**config.mk**
```make
export PLATFORM = sky130hd
export DESIGN_NAME = branch_redirect_ctrl
export DESIGN_NICKNAME = d
export VERILOG_FILES = /design/src/rtl/branch_redirect_ctrl_pkg.sv /design/src/rtl/branch_cond_eval.sv /design/src/rtl/branch_redirect_ctrl.sv
export SDC_FILE = /design/constraint.sdc
export NUM_CORES = 1
export LEC_CHECK = 0
export BUFFER_PORTS_ARGS = -buffer_cell sky130_fd_sc_hd__buf_4
export CORE_MARGIN = 4
export CORE_UTILIZATION = 49
export DETAILED_ROUTE_END_ITERATION = 10
export GPL_ROUTABILITY_DRIVEN = 0
export PLACE_DENSITY = 0.8
export SLEW_MARGIN = 20
export SYNTH_ARGS = -nofsm -noshare
export SYNTH_HDL_FRONTEND = slang
export SYNTH_HIERARCHICAL = 1
export SYNTH_SLANG_ARGS = --single-unit
```
**constraint.sdc**
```tcl
create_clock -name clk -period 2.3 [get_ports clk]
set_input_delay 0.115 -clock clk [delete_from_list [all_inputs] [get_ports clk]]
set_output_delay 0.115 -clock clk [all_outputs]
set_load 0.05 [all_outputs]
```
**src/rtl/branch_redirect_ctrl_pkg.sv**
```systemverilog
// branch_redirect_ctrl_pkg: jump encodings, CCR flag indices and FSM state type
package branch_redirect_ctrl_pkg;
  localparam logic [1:0] JZ  = 2'b00;
  localparam logic [1:0] JN  = 2'b01;
  localparam logic [1:0] JC  = 2'b10;
  localparam logic [1:0] JMP = 2'b11;
  localparam int CCR_Z = 0;
  localparam int CCR_N = 1;
  localparam int CCR_C = 2;
  typedef enum logic [1:0] {IDLE, REDIRECT, SQUASH} state_e;
  // Conditional jumps consume the flag whose index equals their encoding.
  function automatic logic [3:0] clear_mask(input logic [1:0] jt);
    return (jt == JMP) ? 4'b0000 : 4'b0001 << jt;
  endfunction
endpackage

```
**src/rtl/branch_cond_eval.sv**
```systemverilog
// branch_cond_eval: combinational taken decision for the EX-stage jump
module branch_cond_eval
  import branch_redirect_ctrl_pkg::*;
(
  input  logic [3:0] ccr_i,
  input  logic [1:0] jmp_type_i,
  input  logic       br_valid_i,
  output logic       taken_o
);
  // JZ/JN/JC encodings coincide with the Z/N/C flag indices.
  assign taken_o = br_valid_i & ((jmp_type_i == JMP) | ccr_i[jmp_type_i]);
endmodule

```
**src/rtl/branch_redirect_ctrl.sv**
```systemverilog
// branch_redirect_ctrl: redirect/flush sequencing, target latch and branch counters
module branch_redirect_ctrl
  import branch_redirect_ctrl_pkg::*;
#(
  parameter int PC_W  = 32,
  parameter int CNT_W = 16
) (
  input  logic             clk,
  input  logic             rst_n,
  input  logic             br_valid,
  input  logic [1:0]       jmp_type,
  input  logic [3:0]       ccr,
  input  logic [PC_W-1:0]  br_target,
  input  logic             stall_in,
  output logic             redirect_valid,
  output logic [PC_W-1:0]  redirect_pc,
  output logic             flush_ifid,
  output logic             flush_idex,
  output logic [3:0]       ccr_clear,
  output logic [CNT_W-1:0] br_cnt,
  output logic [CNT_W-1:0] taken_cnt
);
  state_e           state_q;
  logic             taken, accept;
  logic             redirect_valid_q, flush_ifid_q, flush_idex_q;
  logic [3:0]       ccr_clear_q;
  logic [PC_W-1:0]  redirect_pc_q;
  logic [CNT_W-1:0] br_cnt_q, br_cnt_d, taken_cnt_q, taken_cnt_d;

  branch_cond_eval u_cond (
    .ccr_i      (ccr),
    .jmp_type_i (jmp_type),
    .br_valid_i (br_valid),
    .taken_o    (taken)
  );

  assign accept = (state_q == IDLE) & br_valid & ~stall_in;

  always_comb begin
    br_cnt_d    = (accept && !(&br_cnt_q)) ? br_cnt_q + 1'b1 : br_cnt_q;
    taken_cnt_d = (accept && taken && !(&taken_cnt_q)) ? taken_cnt_q + 1'b1 : taken_cnt_q;
  end

  always_ff @(posedge clk or negedge rst_n) begin
    if (!rst_n) begin
      state_q          <= IDLE;
      redirect_valid_q <= 1'b0;
      flush_ifid_q     <= 1'b0;
      flush_idex_q     <= 1'b0;
      ccr_clear_q      <= '0;
      redirect_pc_q    <= '0;
      br_cnt_q         <= '0;
      taken_cnt_q      <= '0;
    end else begin
      br_cnt_q    <= br_cnt_d;
      taken_cnt_q <= taken_cnt_d;
      case (state_q)
        IDLE: if (accept && taken) begin
          state_q          <= REDIRECT;
          redirect_valid_q <= 1'b1;
          flush_ifid_q     <= 1'b1;
          flush_idex_q     <= 1'b1;
          redirect_pc_q    <= br_target;
          ccr_clear_q      <= clear_mask(jmp_type);
        end
        REDIRECT: begin
          ccr_clear_q <= '0;
          if (!stall_in) begin
            state_q          <= SQUASH;
            redirect_valid_q <= 1'b0;
            flush_idex_q     <= 1'b0;
          end
        end
        SQUASH: if (!stall_in) begin
          state_q      <= IDLE;
          flush_ifid_q <= 1'b0;
        end
        default: state_q <= IDLE;
      endcase
    end
  end

  assign redirect_valid = redirect_valid_q;
  assign redirect_pc    = redirect_pc_q;
  assign flush_ifid     = flush_ifid_q;
  assign flush_idex     = flush_idex_q;
  assign ccr_clear      = ccr_clear_q;
  assign br_cnt         = br_cnt_q;
  assign taken_cnt      = taken_cnt_q;
endmodule

```
# Word-level counts from Yosys, hierarchy flattened
# Index checks and enable logic that the tools add are counted.
[totals] reg_bits=72 inputBits=42 output_inout_bits=71 wordCells=50
[classes] add_sub_neg=2 n_lt_le_gt_ge=1 n_eq_ne=6 shift=1 n_mux=13 bitwise=5 n_reduce_logical=15
[ops] operator="16-bit by 1-bit adder with 16-bit output, second input constant" count=2
[ops] operator="16-bit AND reduction" count=2
[ops] operator="3-bit AND reduction" count=3
[ops] operator="4-bit two-way mux" count=2
[ops] operator="4-bit one-hot mux with 2 select lines" count=1
[ops] operator="2-bit two-way mux" count=3
[ops] operator="2-bit one-hot mux with 3 select lines" count=1
[ops] operator="2-bit equality test, second input constant" count=2
[ops] operator="2-bit inequality test, second input constant" count=2
[ops] operator="1-bit one-hot mux with 2 select lines" count=2
[ops] operator="2-bit AND reduction" count=2
[ops] operator="2-bit nonzero test" count=2
[ops] operator="1-bit by 2-bit << shifter with 4-bit output, first input constant" count=1
[ops] operator="1-bit bitwise AND" count=3
[ops] operator="1-bit logical AND" count=3
[ops] operator="2-bit by 3-bit < comparator with 1-bit output, second input constant" count=1
[ops] operator="1-bit two-way mux" count=3
[ops] operator="1-bit binary-select mux with 2-bit select" count=1
[ops] operator="2-bit by 1-bit equality test with 1-bit output, second input constant" count=1
[ops] operator="1-bit zero test" count=2
[ops] operator="2-bit zero test" count=1
[ops] operator="2-bit by 1-bit inequality test with 1-bit output, second input constant" count=1
[ops] operator="1-bit inverter" count=1
[ops] operator="1-bit OR" count=1

# Depth between registers and ports, before layout
# Gate-level depths: netlist (run 1).
[logic_depth] depth_word=7 mapped_depth=6 mapped_depth_nobuf=6

# By module
# The synthesis (run 1) kept the hierarchy.
[by_module_without_submodules] module="branch_redirect_ctrl" n_inst=1 cells_each=227 area_per_inst_um2=2989.1
[by_module_without_submodules] module="branch_cond_eval" n_inst=1 cells_each=3 area_per_inst_um2=31.3

# Worst setup path before layout (run 1)
# Ideal clock, no wire load.
[synth_timing] kind="register -> register" from="register br_cnt_q[0] (netlist: br_cnt[0])" to="register br_cnt_q[1] (netlist: br_cnt[1])" arrival_ns=1.969 required_ns=2.175 path_slack_ns=0.207 stages_incl_launch_ff=6 synth_period_minus_slack_ns=2.093 cell_sequence="dfrtp_1 > ha_1 > and4_1 > nor3b_1 > a21boi_1 > mux2_2"
[synth_between] elab_chain_len=3 word_cells_on_any_way=4 classes_between="add/sub: 1; reduce/logical: 3"
[synth_rtl] item="start: declaration" line="branch_redirect_ctrl.sv:28" rtl="logic [CNT_W-1:0] br_cnt_q, br_cnt_d, taken_cnt_q, taken_cnt_d;"
[synth_rtl] item="start signal: assignment" line="branch_redirect_ctrl.sv:55" rtl="br_cnt_q <= br_cnt_d;"
[synth_rtl] item="branches (longest 3 deep; another with 16-bit by 1-bit adder with 16-bit output)"
# Parallel ways; which one is timed is not known.
# A chain may end at the register's enable or synchronous reset.

# Final worst setup path (run 1)
[layout_timing] from="input port jmp_type[0]" to="register redirect_pc_q[30] (netlist: redirect_pc[30])"
[layout_between] elab_chain_len=6 word_cells_on_any_way=7 classes_between="eq/ne: 1; mux: 2; bitwise: 2; reduce/logical: 2"
[layout_rtl] item="start: declaration" line="branch_redirect_ctrl.sv:11" rtl="input logic [1:0] jmp_type,"
[layout_rtl] item="1-bit binary-select mux with 2-bit select" line="branch_cond_eval.sv:11" rtl="assign taken_o = br_valid_i & ((jmp_type_i == JMP) | ccr_i[jmp_type_i]);"
[layout_rtl] item="1-bit two-way mux (implied by the code)" line="branch_cond_eval.sv:11"
[layout_rtl] item="1-bit OR *" line="branch_cond_eval.sv:11"
[layout_rtl] item="1-bit bitwise AND *" line="branch_cond_eval.sv:11"
[layout_rtl] item="via taken" line="branch_redirect_ctrl.sv:24" rtl="logic taken, accept;"
[layout_rtl] item="1-bit logical AND *" line="branch_redirect_ctrl.sv:58" rtl="IDLE: if (accept && taken) begin"
[layout_rtl] item="2-bit AND reduction (no line) *"
[layout_rtl] item="end signal: assignment" line="branch_redirect_ctrl.sv:63" rtl="redirect_pc_q <= br_target;"
[layout_rtl] item="end: declaration" line="branch_redirect_ctrl.sv:27" rtl="logic [PC_W-1:0] redirect_pc_q;"
# Mark *: on every way through the listed nets, which the timed path passes. The rest lies on a longest branch. The select of a mux whose other input is x is not followed.

==> impl_results.md, run 1 <==
- Fmax: 460 MHz
- CTS tree: done
- Fill cells: 451
- Gr ovfl total: 0
- Startpoint Class: input port
- Yosys Warn Count: 6
- Worst-Skew Late Latency: 0.33 ns
- Placed wire-length estimate: 4810 um
- Largest net degree at the start of global routing: 72
- Met2 Use GR: 31.4%
- Most common cell in the netlist: dfrtp_1
- Busiest metal layer after global routing: met2
- Vias in the first global route: 2355
- Global-route wire length before repair: 11200 um
- Area occupied by multi-input gates: 1210 um^2
- Fin. Hold Viols: 0
- Resized Gates After CTS: 0
- Worst Path Max Fanout: 33
- Root Buffer: clkbuf_8
- Status: completed
- Reg2Reg Depth: 5
- Sequential area share after synthesis: 58.8%
- Post-Syn Nets: 274
- DIE AREA: 7480 um^2
- Initial core utilization: 50.7%
- N_diodes: 0
- Register area: 1780 um^2
- # DRC: 0
- Crit share post-route: 94.4%
- Post-Synthesis Cells: 230
- Critical path endpoint category: flip-flop
- GRT Util Overall: 19.1%
- CTS max path bufs: 2
- Via count: 2262
- Clk_skew: 0.00939 ns
- DRT iter0 DRCs: 77
- Slowest stage delay, CP: 0.53 ns
- Cell Area, Synth: 3020 um^2
- Antenna Nets Post-Route: 0
- Dpl cells: 410
- Peak supply drop: 0.000924 V
- Die Wd: 86.5 um
- Port Buf Inserts: 110
- EDFF count, synth: 0
- GRT met1 Usage: 24.5%
- CP Cell Sequence: dlygate4sd3_1, buf_4, mux2_1, o221a_1, nand2_4, buf_4, mux2_2
- Crit Reg-Reg Startpoint: br_cnt[0]$_DFFE_PN0P_
- Total Routed Length: 6730 um
- Synth Flop Type: dfrtp_1
- Met3 GRT Util: 5.51%
- Final min period: 2.17 ns
- Ys async rst share: 100%
- Drt pass-1 iters: 4
- Min-Delay Endpoint: redirect_pc[2]$_DFFE_PN0P_
- Non-Filler Instances: 439
- Syn_area_per_cell: 13.1 um^2
- Slowest stage cell on the critical path: dlygate4sd3_1
- Clock sink count: 71
- Setup TNS Final: 0 ns
- Nets@finish: 403
- Max Cap Viol: 0
- # rows: 28
- Antenna violations before repair: 0
- Pwr Density: 1090 nW/um^2
- Die Ht: 86.5 um
- Crit path required time: 2.51 ns
- Clock Pin Slew Worst Setup and Hold Paths: 0.08 ns
- Slew Viols, Final: 0
- CP dominant cell by count: buf_4
- Worst Tran Pin Value: 0.876 ns
- Leakage: 2.03 nW
- Layout cell share with drive strength beyond 1: 46.4%
- CP arrival: 2.38 ns
- Most common library cells after synthesis: dfrtp_1, mux2_2, nand3_1
- Hold crit path type: input port to flip-flop
- Setup CP Type: input port to flip-flop
- # IOs: 113
- Vias/cell: 5.15
- Seq cells post-synth: 71
- Area share of the largest cell type after synthesis: 58.8%
- Post-synthesis cell type count: 35
- Largest area contributor in the synthesized netlist: dfrtp_1
- CTS Buf Count: 9
- H-tree depth: 3
- Drt wl/cell: 15.3 um
- Relative slew margins: 41.6%
- Worst r2r dst: br_cnt[1]$_DFFE_PN0P_
- Flop2flop setup slack: 0.30 ns
- Synth-to-Final Area Change: 39.8%
- Top cells by area, synth: dfrtp_1, mux2_2, xnor2_1
- Hold Path Stages: 2
- RSZ-0062 raised after global routing: false
- Final setup fails: 0
- Hold path startpoint: br_target[2]
- Core region area: 5960 um^2
==> logic make-up (layout without fill, tap and decap cells) <==
logic type | Yosys count | in the layout | share of synthesized area [%]
AOI/OAI and AO/OA | 11 | 11 | 2.36
buffers and inverters | 7 | 141 | 1.12
DFF | 71 | 71 | 58.8
muxes | 35 | 35 | 13.0
other | 1 | 1 | 0.124
xor gates and xnor gates | 29 | 29 | 8.41
adders and majority gates | 2 | 2 | 0.828
and+or+nand+nor | 74 | 74 | 15.3
==> timing repair <==
action / in CTS / in global routing
setup buffers: 0 / 0
setup endpoints to repair: 0 / 0
hold buffers: 12 / 1
endpoints found under the hold margin: 81 / 1
==> critical path: cells and delay by family <==
kind	cells	cell delay (ns)
and+or+nand+nor	1	0.19
buffers and inverters	3	1.07
muxes	2	0.69
AOI/OAI and AO/OA	1	0.30
==> per-layer routing <==
layer,part of all wire (%),wire length [um]
met3,7.7,521
met5,0,0
met1,41,2730
met4,0.50,34
met2,51,3450
==> final cells by class <==
cell class              instances  area share [%]
flip-flops and latches         71            42.1
multi-input cells             152            28.7
repair buffers                124            22.8
clock buffers                   9            2.93
well taps                      75            2.22
clock inverters                 7            1.19
inverters                       1          0.0889
==> worst max-delay path by stage <==
stage / cells after the start / startpoint / endpoint / slack [ns]
4_1_cts: 7 / jmp_type[0] / redirect_pc[30]$_DFFE_PN0P_ / 0.12
6_report: 7 / jmp_type[0] / redirect_pc[30]$_DFFE_PN0P_ / 0.13
3_3_place_gp: 5 / br_cnt[0]$_DFFE_PN0P_ / br_cnt[1]$_DFFE_PN0P_ / 0.34
5_1_grt: 7 / jmp_type[0] / redirect_pc[21]$_DFFE_PN0P_ / 0.04
3_5_place_dp: 5 / br_cnt[0]$_DFFE_PN0P_ / br_cnt[1]$_DFFE_PN0P_ / 0.31
2_1_floorplan: 5 / br_cnt[0]$_DFFE_PN0P_ / br_cnt[1]$_DFFE_PN0P_ / 0.21
==> report_power, final <==
group	total, mW	internal, mW	leakage, nW	switching, mW
registers	1.76	1.53	0.904	0.226
clock network	0.865	0.390	0.0812	0.475
logic	1.97	0.646	1.05	1.33
total	4.59	2.57	2.03	2.03
==> stage by stage <==
step           power (mW)  setup slack (ns)  hold WS, ns  area (um^2)  util, %
2_1_floorplan        3.08             0.207       -0.181         3020        -
3_3_place_gp         3.70             0.343        0.293         3920     65.8
3_5_place_dp         3.75             0.311        0.292         3920     65.8
4_1_cts              4.64             0.125     0.000249         4210     70.7
5_1_grt              4.83            0.0428     0.000383         4220     70.9
6_report             4.59             0.128       0.0101         4220     70.9
==> state kept, by name, summed over array words and instances, names as in the netlist <==
register	flops
state_q	2
taken_cnt	16
flush_ifid	1
br_cnt	16
flush_idex	1
redirect_pc	32
ccr_clear	3
==> cell usage in the layout, fill, tap and decap left out, drive strengths merged, types with 2 or more instances in the layout <==
| cell | n |
|---|---|
| nand4 | 8 |
| nor2 | 12 |
| nor4b | 3 |
| nand2 | 12 |
| and3 | 3 |
| ha | 2 |
| nor3 | 3 |
| buf | 111 |
| clkinvlp | 3 |
| nand2b | 5 |
| clkbuf | 9 |
| and4 | 3 |
| o21ai | 4 |
| clkinv | 4 |
| a21oi | 2 |
| nand3 | 20 |
| dlygate4sd3 | 13 |
| mux2 | 35 |
| xor2 | 10 |
| xnor2 | 19 |
| dfrtp | 71 |
Power figures use the tool's default switching activity.
==> run 2, diff against run 1 <==
--- a/config.mk
+++ b/config.mk
@@ -7,10 +7,10 @@
 export LEC_CHECK = 0
 export BUFFER_PORTS_ARGS = -buffer_cell sky130_fd_sc_hd__buf_4
 export CORE_MARGIN = 4
-export CORE_UTILIZATION = 49
+export CORE_UTILIZATION = 53
 export DETAILED_ROUTE_END_ITERATION = 10
 export GPL_ROUTABILITY_DRIVEN = 0
-export PLACE_DENSITY = 0.8
+export PLACE_DENSITY = 0.84
 export SLEW_MARGIN = 20
 export SYNTH_ARGS = -nofsm -noshare
 export SYNTH_HDL_FRONTEND = slang
==> constraint.sdc (replaced) <==
create_clock -name clk -period 2.74 [get_ports clk]
set_input_delay 0.137 -clock clk [delete_from_list [all_inputs] [get_ports clk]]
set_output_delay 0.137 -clock clk [all_outputs]
set_load 0.05 [all_outputs]
==> run 2 against run 1 <==
Compared with the run above:
- clock skew is 0.0025 ns lower
- via count fell by 1.9%
- first-iteration DRC count fell by 7.8%
- critical path type is now flip-flop to flip-flop
==> impl_results.md, run 2 (synthesized netlist as in run 1, its figures left out) <==
- GRT Util Overall: 18.8% (-0.32 points)
- # DRC: 0 (unchanged)
- Setup CP Type: flip-flop to flip-flop
- Slowest stage cell on the critical path: nor4b_4
- CP arrival: 2.29 ns (-0.09 ns)
- Leakage: 1.99 nW (-2.0%)
- Final Total Pwr: 3.86 mW (-16%)
- Global-route wire length before repair: 10500 um (-6.4%)
- Via count: 2218 (-1.9%)
- Initial core utilization: 54.9% (+4.1 points)
- CTS max path bufs: 2 (unchanged)
- Setup bufs post-CTS: 0 (unchanged)
- DRT iter0 DRCs: 71 (-7.8%)
- Port Buf Inserts: 110 (unchanged)
- # IOs: 113 (unchanged)
- Final WS setup: 0.667 ns (+0.539 ns)
- CP Cell Sequence: nor4b_4, nand2_4, nor4_4, nand4_1, xnor2_1
- Nets@finish: 391 (-3.0%)
- Slew Viols, Final: 0 (unchanged)
- Antenna Nets Post-Route: 0 (unchanged)
- Total Routed Length: 6330 um (-6.1%)
- Vias/cell: 5.24 (+1.8%)
- Worst hold slack: 0.0252 ns (+0.0152 ns)
- # rows: 27 (-3.6%)
- Hold crit path type: input port to flip-flop
- Root Buffer: clkbuf_8
- Critical path endpoint category: flip-flop
- Setup TNS Final: 0 ns (unchanged)
- Die Ht: 83.5 um (-3.5%)
- Drt wl/cell: 15.0 um (-2.5%)
- Fill cells: 389 (-14%)
- DIE AREA: 6970 um^2 (-6.9%)
- Clk_skew: 0.00687 ns (-0.00252 ns)
- Max Cap Viol: 0 (unchanged)
- Crit share post-route: 75.7%
- H-tree depth: 3 (unchanged)
- Synth-to-Final Area Change: 35.7%
- Worst Tran Pin Value: 0.847 ns (-0.0290 ns)
- Drt pass-1 iters: 4 (unchanged)
- Final min period: 2.07 ns
- Max reg flops: 32 (unchanged)
- Most frequent cells in the layout: buf_4, dfrtp_1, mux2_2
- Placed wire-length estimate: 4700 um (-2.3%)
- Dpl cells: 407 (-0.73%)
- Clock Pin Slew Worst Setup and Hold Paths: 0.07 ns (about the same)
- Largest delay share family, worst path: simple AND/OR/NAND/NOR gates
- Crit path required time: 2.96 ns (+0.45 ns)
- Largest net degree at the start of global routing: 72 (unchanged)
- Fmax: 482 MHz
- Peak supply drop: 0.000650 V (-30%)
- CTS tree: done
- Clock sink count: 71 (unchanged)
- Gr ovfl total: 0 (unchanged)
- Core region area: 5510 um^2 (-7.5%)
- Die Wd: 83.5 um (-3.5%)
- Vias in the first global route: 2292 (-2.7%)
- Pwr Density: 942 nW/um^2 (-13%)
- Fin. Hold Viols: 0 (unchanged)
- Startpoint Class: flip-flop
- Status: completed
- Antenna violations before repair: 0 (unchanged)
- Most common cell after layout, fill and taps aside: buf_4
- Resized Gates After CTS: 0 (unchanged)
- Placement Setup Slack: 0.664 ns (+0.353 ns)
- Layout cell share with drive strength beyond 1: 47.0% (+0.58 points)
- CTS Buf Count: 9 (unchanged)
- RSZ-0062 raised after global routing: false
- Critical path buffers and inverters: 0 (-3)
- N_diodes: 0 (unchanged)
- Worst Path Max Fanout: 24 (-27%)
- Non-Filler Instances: 423 (-3.6%)
- Relative slew margins: 43.5% (+1.9 points)
- Slowest stage delay, CP: 0.52 ns (about the same)
- Worst-Skew Late Latency: 0.33 ns (about the same)
- Final setup fails: 0 (unchanged)
-- run 2: cell count changes in the layout (fill, tap and decap cells not counted), sizes merged --
cell	change
clkinvlp	-3
dlygate4sd3	-12
clkinv	-4
clkbuf	+6
-- run 2: where the power goes --
part           switching, mW  total, mW  internal (mW)  leakage (nW)
Sequential             0.187       1.47           1.29         0.904
Combinational           1.11       1.64          0.533         0.999
Clock                  0.345      0.745          0.400        0.0898
Total                   1.64       3.86           2.22          1.99
-- run 2: final cells by class --
class                   count  area, um^2  area share, %
repair buffers            112         843           20.6
well taps                  72        90.1           2.20
inverters                   1        3.75         0.0915
clock buffers              15         176           4.30
flip-flops and latches     71        1780           43.3
multi-input cells         152        1210           29.5
-- run 2: metal layers --
| metal | routed length, um | track usage [%] | part of all wire (%) |
|---|---|---|---|
| met2 | 3100 | 31.1 | 49 |
| met3 | 494 | 7.01 | 7.8 |
| met5 | 0 | 0 | 0 |
| met1 | 2610 | 22.0 | 41 |
| met4 | 116 | 7.89 | 1.8 |
-- run 2: repair_timing --
item                                   in CTS  in global routing
setup endpoints to repair                   0                  0
hold buffers                                1                  0
endpoints found under the hold margin      71                  0
-- run 2: worst reg2reg max path, stage by stage, from the launching register on --
cell and delay, ns:
dfrtp_1 0.42, nor4b_4 0.52, nand2_4 0.29, nor4_4 0.45, nand4_1 0.16, xnor2_1 0.14
-- run 2: worst paths after layout --
kind,depth (start not counted),start,slack (ns),end
worst min-delay path,2,jmp_type[0],0.03,ccr_clear[0]$_DFFE_PN0P_
worst max-delay path,5,state_q[1]$_DFFE_PN0P_,0.67,taken_cnt[15]$_DFFE_PN0P_
max in group asynchronous,2,rst_n,1.73,redirect_pc[31]$_DFFE_PN0P_
worst min register to register,2,ccr_clear[0]$_DFFE_PN0P_,0.50,ccr_clear[0]$_DFFE_PN0P_
worst max register to register,5,state_q[1]$_DFFE_PN0P_,0.67,taken_cnt[15]$_DFFE_PN0P_
min in group asynchronous,2,rst_n,0.46,redirect_pc[29]$_DFFE_PN0P_
-- run 2: per-stage QoR --
stage          cell area (um^2)  util, %
2_1_floorplan              3020        -
3_3_place_gp               3910     71.1
3_5_place_dp               3910     71.1
4_1_cts                    4100     74.5
5_1_grt                    4100     74.5
6_report                   4100     74.5
